<file path="config.mk">
export PLATFORM = sky130hd
export DESIGN_NAME = count_bcd_decoder
export DESIGN_NICKNAME = d
export VERILOG_FILES = /design/src/rtl/display_pkg.sv /design/src/rtl/seg7_decoder.sv /design/src/rtl/count_bcd_decoder.sv
export SDC_FILE = /design/constraint.sdc
export NUM_CORES = 1
export LEC_CHECK = 0
export CAP_MARGIN = 30
export CELL_PAD_IN_SITES_DETAIL_PLACEMENT = 2
export CELL_PAD_IN_SITES_GLOBAL_PLACEMENT = 2
export CORE_AREA = 2 2 115 117
export DETAILED_ROUTE_END_ITERATION = 7
export DIE_AREA = 0 0 117 119
export GPL_ROUTABILITY_DRIVEN = 0
export GPL_TIMING_DRIVEN = 0
export PLACE_DENSITY_LB_ADDON = 0.1
export SYNTH_ARGS = -nofsm -noshare
export SYNTH_HDL_FRONTEND = slang
export SYNTH_SLANG_ARGS = --single-unit
</file>
<file path="constraint.sdc">
create_clock -name clk -period 4.17 [get_ports clk]
set_clock_uncertainty 0.15 [all_clocks]
set_input_delay 0.834 -clock clk [delete_from_list [all_inputs] [get_ports clk]]
set_output_delay 0.834 -clock clk [all_outputs]
set_load 0.1 [all_outputs]
</file>
<file path="src/rtl/display_pkg.sv">
// Shared display types and constants: conversion FSM states, active-low
// seven-segment patterns and the double-dabble adjust constants.
package display_pkg;

    typedef enum logic [1:0] {
        IDLE  = 2'd0,
        SHIFT = 2'd1,
        DONE  = 2'd2
    } state_t;

    // Active-low gfedcba patterns
    localparam logic [6:0] SEG_0     = 7'h40;
    localparam logic [6:0] SEG_1     = 7'h79;
    localparam logic [6:0] SEG_2     = 7'h24;
    localparam logic [6:0] SEG_3     = 7'h30;
    localparam logic [6:0] SEG_4     = 7'h19;
    localparam logic [6:0] SEG_5     = 7'h12;
    localparam logic [6:0] SEG_6     = 7'h02;
    localparam logic [6:0] SEG_7     = 7'h78;
    localparam logic [6:0] SEG_8     = 7'h00;
    localparam logic [6:0] SEG_9     = 7'h10;
    localparam logic [6:0] SEG_BLANK = 7'h7F;

    // A nibble at or above the threshold is corrected before each shift
    localparam logic [3:0] BCD_ADD3_THRESH = 4'd5;
    localparam logic [3:0] BCD_ADD3_INC    = 4'd3;

endpackage

</file>
<file path="src/rtl/seg7_decoder.sv">
// Combinational BCD digit to active-low seven-segment pattern.
// Non-decimal nibbles and an asserted blank input both produce an unlit digit.
module seg7_decoder
    import display_pkg::*;
(
    input  logic [3:0] bcd,
    input  logic       blank,
    output logic [6:0] seg
);

    always_comb begin
        seg = SEG_BLANK;
        if (!blank) begin
            case (bcd)
                4'd0:    seg = SEG_0;
                4'd1:    seg = SEG_1;
                4'd2:    seg = SEG_2;
                4'd3:    seg = SEG_3;
                4'd4:    seg = SEG_4;
                4'd5:    seg = SEG_5;
                4'd6:    seg = SEG_6;
                4'd7:    seg = SEG_7;
                4'd8:    seg = SEG_8;
                4'd9:    seg = SEG_9;
                default: seg = SEG_BLANK;
            endcase
        end
    end

endmodule

</file>
<file path="src/rtl/count_bcd_decoder.sv">
// Captures a clamped binary count on load, converts it to BCD with one
// double-dabble shift per clock and registers BCD plus seven-segment outputs.
module count_bcd_decoder
    import display_pkg::*;
#(
    parameter int BIN_W    = 16,
    parameter int DIGITS   = 4,
    parameter int MAX_VAL  = 9999,
    parameter int BLANK_LZ = 0
) (
    input  logic                  clk,
    input  logic                  rst,
    input  logic [BIN_W-1:0]      value_in,
    input  logic                  load,
    output logic                  ready,
    output logic                  busy,
    output logic                  valid,
    output logic                  overflow,
    output logic [4*DIGITS-1:0]   bcd,
    output logic [7*DIGITS-1:0]   seg
);

    localparam int BCD_W = 4 * DIGITS;
    localparam int SEG_W = 7 * DIGITS;
    localparam int CNT_W = $clog2(BIN_W + 1);

    state_t             state_reg, state_next;
    logic [BIN_W-1:0]   shift_reg, shift_next;
    logic [BCD_W-1:0]   scratch_reg, scratch_next;
    logic [CNT_W-1:0]   cnt_reg, cnt_next;
    logic               ovf_flag_reg, ovf_flag_next;

    logic [BCD_W-1:0]   bcd_reg;
    logic [SEG_W-1:0]   seg_reg;
    logic               ovf_reg;
    logic               valid_reg;

    logic               over_limit;
    logic [BIN_W-1:0]   clamped;
    logic [BCD_W-1:0]   scratch_adj;
    logic [BCD_W-1:0]   scratch_shl;
    logic [BIN_W-1:0]   shift_shl;
    logic [DIGITS-1:0]  digit_zero;
    logic [DIGITS-1:0]  blank_dec;
    logic [SEG_W-1:0]   seg_dec;
    logic [SEG_W-1:0]   seg_rst;

    assign over_limit = value_in > BIN_W'(MAX_VAL);
    assign clamped    = over_limit ? BIN_W'(MAX_VAL) : value_in;

    // Per-digit add-3 correction, zero detect, blanking and decode
    generate
        for (genvar gi = 0; gi < DIGITS; gi++) begin : g_digit
            assign scratch_adj[4*gi +: 4] =
                (scratch_reg[4*gi +: 4] >= BCD_ADD3_THRESH) ?
                (scratch_reg[4*gi +: 4] + BCD_ADD3_INC) : scratch_reg[4*gi +: 4];

            assign digit_zero[gi] = (scratch_reg[4*gi +: 4] == 4'd0);

            // Units digit always shows, so a zero count reads "0" not blank
            if (gi == 0) begin : g_units
                assign blank_dec[gi]       = 1'b0;
                assign seg_rst[7*gi +: 7]  = SEG_0;
            end else begin : g_upper
                assign blank_dec[gi]       = (BLANK_LZ != 0) && (&digit_zero[DIGITS-1:gi]);
                assign seg_rst[7*gi +: 7]  = (BLANK_LZ != 0) ? SEG_BLANK : SEG_0;
            end

            seg7_decoder u_seg7 (
                .bcd   (scratch_reg[4*gi +: 4]),
                .blank (blank_dec[gi]),
                .seg   (seg_dec[7*gi +: 7])
            );
        end
    endgenerate

    assign scratch_shl = {scratch_adj[BCD_W-2:0], shift_reg[BIN_W-1]};
    assign shift_shl   = {shift_reg[BIN_W-2:0], 1'b0};

    // FSM state register
    always_ff @(posedge clk) begin
        if (rst) begin
            state_reg <= IDLE;
        end else begin
            state_reg <= state_next;
        end
    end

    // FSM next-state logic
    always_comb begin
        state_next = state_reg;
        case (state_reg)
            IDLE:    if (load) state_next = SHIFT;
            SHIFT:   if (cnt_reg == CNT_W'(1)) state_next = DONE;
            DONE:    state_next = IDLE;
            default: state_next = IDLE;
        endcase
    end

    // FSM outputs
    always_comb begin
        ready = (state_reg == IDLE);
        busy  = (state_reg != IDLE);
    end

    // Conversion datapath next values
    always_comb begin
        shift_next    = shift_reg;
        scratch_next  = scratch_reg;
        cnt_next      = cnt_reg;
        ovf_flag_next = ovf_flag_reg;
        case (state_reg)
            IDLE: begin
                if (load) begin
                    shift_next    = clamped;
                    scratch_next  = '0;
                    cnt_next      = CNT_W'(BIN_W);
                    ovf_flag_next = over_limit;
                end
            end
            SHIFT: begin
                shift_next   = shift_shl;
                scratch_next = scratch_shl;
                cnt_next     = cnt_reg - CNT_W'(1);
            end
            default: ;
        endcase
    end

    always_ff @(posedge clk) begin
        if (rst) begin
            shift_reg    <= '0;
            scratch_reg  <= '0;
            cnt_reg      <= '0;
            ovf_flag_reg <= 1'b0;
        end else begin
            shift_reg    <= shift_next;
            scratch_reg  <= scratch_next;
            cnt_reg      <= cnt_next;
            ovf_flag_reg <= ovf_flag_next;
        end
    end

    // Snapshot outputs: only the DONE cycle updates them
    always_ff @(posedge clk) begin
        if (rst) begin
            bcd_reg   <= '0;
            seg_reg   <= seg_rst;
            ovf_reg   <= 1'b0;
            valid_reg <= 1'b0;
        end else begin
            valid_reg <= (state_reg == DONE);
            if (state_reg == DONE) begin
                bcd_reg <= scratch_reg;
                seg_reg <= seg_dec;
                ovf_reg <= ovf_flag_reg;
            end
        end
    end

    assign bcd      = bcd_reg;
    assign seg      = seg_reg;
    assign overflow = ovf_reg;
    assign valid    = valid_reg;

endmodule

</file>
==> results.tsv <==
stage	metric	value	unit
clock_tree	clock buffers created by TritonCTS	9	
sta	crit share post-route	0.7919	
synthesis	Synth Register Bits	86	
synthesis	post-synth net total	541	
clock_tree	Post-CTS Resized	0	
sta	total negative slack	0	ns
sta	Setup WS post-layout	0.8676	ns
placement	HPWL after detailed placement	10.94	mm
global_routing	pin count of the biggest net entering global routing	13	
global_routing	All-Layer GR Usage	0.2262	
worst_setup_path	Worst Path Buf+Inv	3	
clock_tree	clk_lat worst skew	0.35	ns
clock_tree	CTS tree	done	
power	sw power	480.3	uW
placement	IO Port Bufs	66	
worst_setup_path	crit path cell chain	buf_6 -> or2_2 -> inv_1 -> clkdlybuf4s50_1	
sta	Slew Limit Headroom	0.3338	
routing	WL/cell	19.72	um
routing	drc violations	0	
clock_tree	Post-CTS Repair Setup Buffers	0	
power	Logic pwr share	0.113	
power	sw frac	0.2562	
power	pwr/cell area	349.6	nW/um^2
die	die footprint	13920	sq um
global_routing	antenna violations before repair	0	
synthesis	post-synthesis sequential area ratio	0.4100	
clock_tree	clk root buf	clkbuf_16	
routing	Via density	5.360	
power	Lkg Pwr	0.001927	uW
worst_setup_path	required time of the critical path	3.19	ns
routing	Final ANT Viol Nets	0	
power	Reg power frac	0.457	
worst_setup_path	Worst Setup Start Kind	register	
sta	Slew @ Worst Pin	0.9961	ns
placement	pre-CTS setup slack	1.207	ns
layout	layout cell share with drive strength beyond 1	0.07931	
synthesis	Synth Warn #	0	
synthesis	Synth Flop Type	dfxtp_1	
routing	DRT Pass-1 Iters	6	
routing	Via Count	4052	
power	Cell Int Power	1395	uW
synthesis	Synth cell types	49	
outcome	status	complete, no violations	
clock_tree	Worst-path clk slew	0.06	ns
synthesis	EDFF count, synth	0	
synthesis	Syn Inst Count	499	
clock_tree	clock sinks	86	
die	io pins	67	
global_routing	first-pass GRT wire length	23.78	mm
sta	Fmax	302.8	MHz
placement	Placed Instances	741	
global_routing	number of global-route vias before repair	4323	
sta	endpoints failing setup	0	
clock_tree	Hold-fix buffers, CTS	0	
clock_tree	H-Tree Depth	3	
layout	max reg flops	28	
routing	final WL	14.91	mm
worst_setup_path	Worst Setup End Kind	output port	
die	Rows	42	
worst_setup_path	Crit path largest cell delay	1.12	ns
worst_setup_path	Top delay family on crit path	buffers and inverters	
sta	RSZ-0062 raised after global routing	no	
global_routing	Overflow after GRT	0	
sta	final-report max-slew violation count	0	
clock_tree	Max clock buf depth	2	
worst_setup_path	critical path peak fanout	9	
layout	nets	618	
layout	P&R area growth vs syn	27.74	%
die	DIE WIDTH	117	um
routing	DR iter-0 viols	161	
layout	Post-Route Utilization	0.4166	
worst_setup_path	WP data arrival	2.32	ns
die	initial core utilization	0.3261	
layout	Post-Layout Cell Count	756	
synthesis	ys async rst share	0	
worst_hold_path	hold crit path type	register to register	
power	maximum vdd drop	132.2	uV
sta	Final Hold Vio Count	0	
job	max cap viols	0	
worst_setup_path	Setup CP Type	register to output port	
power	clock power share	0.431	
die	die height	119	um
power	Pwr Total	1875	uW
layout	n_diodes	0	
worst_setup_path	Slowest-stage cell, CP	clkdlybuf4s50_1	
die	CORE AREA	12870	sq um
synthesis	Post-Syn Area per Cell	8.415	sq um
sta	minimum clock period	3.302	ns
synthesis	Synth Cell Area	4199	sq um
synth_stat cells, drive strengths merged (2+ instances only):
| cell type | number | share of area |
|---|---|---|
| o22ai | 6 | 0.0089 |
| mux2i | 9 | 0.021 |
| clkbuf | 19 | 0.029 |
| xnor2 | 3 | 0.0063 |
| a311oi | 4 | 0.0083 |
| a21oi | 58 | 0.071 |
| and3 | 9 | 0.015 |
| o21ai | 30 | 0.036 |
| o221ai | 5 | 0.010 |
| dfxtp | 86 | 0.41 |
| or2 | 2 | 0.0030 |
| o2bb2ai | 6 | 0.013 |
| o41ai | 3 | 0.0063 |
| a311o | 2 | 0.0048 |
| nand2 | 65 | 0.058 |
| a211oi | 8 | 0.014 |
| nor2 | 57 | 0.053 |
| or4b | 3 | 0.0072 |
| a32oi | 3 | 0.0063 |
| o211ai | 5 | 0.0089 |
| nor2b | 3 | 0.0045 |
| buf | 16 | 0.026 |
| a31oi | 2 | 0.0030 |
| a22o | 5 | 0.010 |
| ha | 23 | 0.069 |
| inv | 23 | 0.021 |
| nor4 | 10 | 0.015 |
| nand3 | 5 | 0.0060 |
| nand2b | 6 | 0.011 |
| nor3 | 11 | 0.013 |
layout make-up:
class                   count  area (sq um)
clock buffers              14         254.0
flip-flops and latches     86          1722
repair buffers             66         660.6
fillers                  1473          7511
clock inverters             1         30.03
well taps                 176         220.2
multi-input cells         355          2160
plain buffers              35         231.5
inverters                  23         86.33
cell usage in the layout (no fill, tap or decap), types with 6 or more instances in the layout:
cell             count
dfxtp_1             86
nor2_1              56
mux2i_1              9
o21ai_0             30
clkbuf_8             6
nand2_1             65
o2bb2ai_1            6
ha_1                23
o22ai_1              6
buf_2               10
clkbuf_1            18
nor4_1              10
a211oi_1             8
inv_1               23
nor3_1              11
clkbuf_16            9
clkdlybuf4s50_1     66
a21oi_1             56
power groups by stage:
stage	combinational, uW	clock, uW	sequential (uW)
2_1_floorplan	120	0	887
3_3_place_gp	208	0	873
3_5_place_dp	215	0	875
4_1_cts	215	826	856
5_1_grt	231	859	859
6_report	211	808	856
metal layers:
layer | up-vias | track usage | share of wire | wire length [um]
met5 | - | 0 | 0 | 0
met4 | 0 | 0.08088 | 0.023 | 337
met3 | 20 | 0.03257 | 0.034 | 505
met2 | 88 | 0.3811 | 0.50 | 7441
met1 | 2032 | 0.2918 | 0.44 | 6620
li1 | 1912 | - | - | -
per-stage QoR:
stage                     hold WS (ns)  instance area (sq um)
after floorplan                 0.2761                   4199
after global placement          0.2867                   5080
final                           0.3059                   5364
after global routing            0.3325                   5364
after detailed placement        0.3009                   5080
after CTS                       0.3090                   5364
worst paths after layout:
path                   from              to  slack [ns]  cells past startpoint
max            state_reg[0]           ready        0.87                      4
max reg2reg  scratch_reg[1]  scratch_reg[2]        2.17                      6
min                 bcd[11]         bcd[11]        0.31                      2
min reg2reg         bcd[11]         bcd[11]        0.31                      2
kinds of logic (layout without fill, tap and decap cells):
kind of cell	count (synthesis)	count (layout)	share of synthesized area
AOI/OAI and AO/OA	142	142	0.2166
xor gates and xnor gates	3	3	0.006259
adders and majority gates	23	23	0.06853
buffers and inverters	58	139	0.07568
DFF	86	86	0.4100
muxes	10	10	0.02414
and+or+nand+nor	177	177	0.1987
worst min-delay path: stages, from the launching register on:
cell	delay, ns
dfxtp_1	0.31
nand2_1	0.05
a21oi_1	0.05
(Power assumes the default switching activity.)
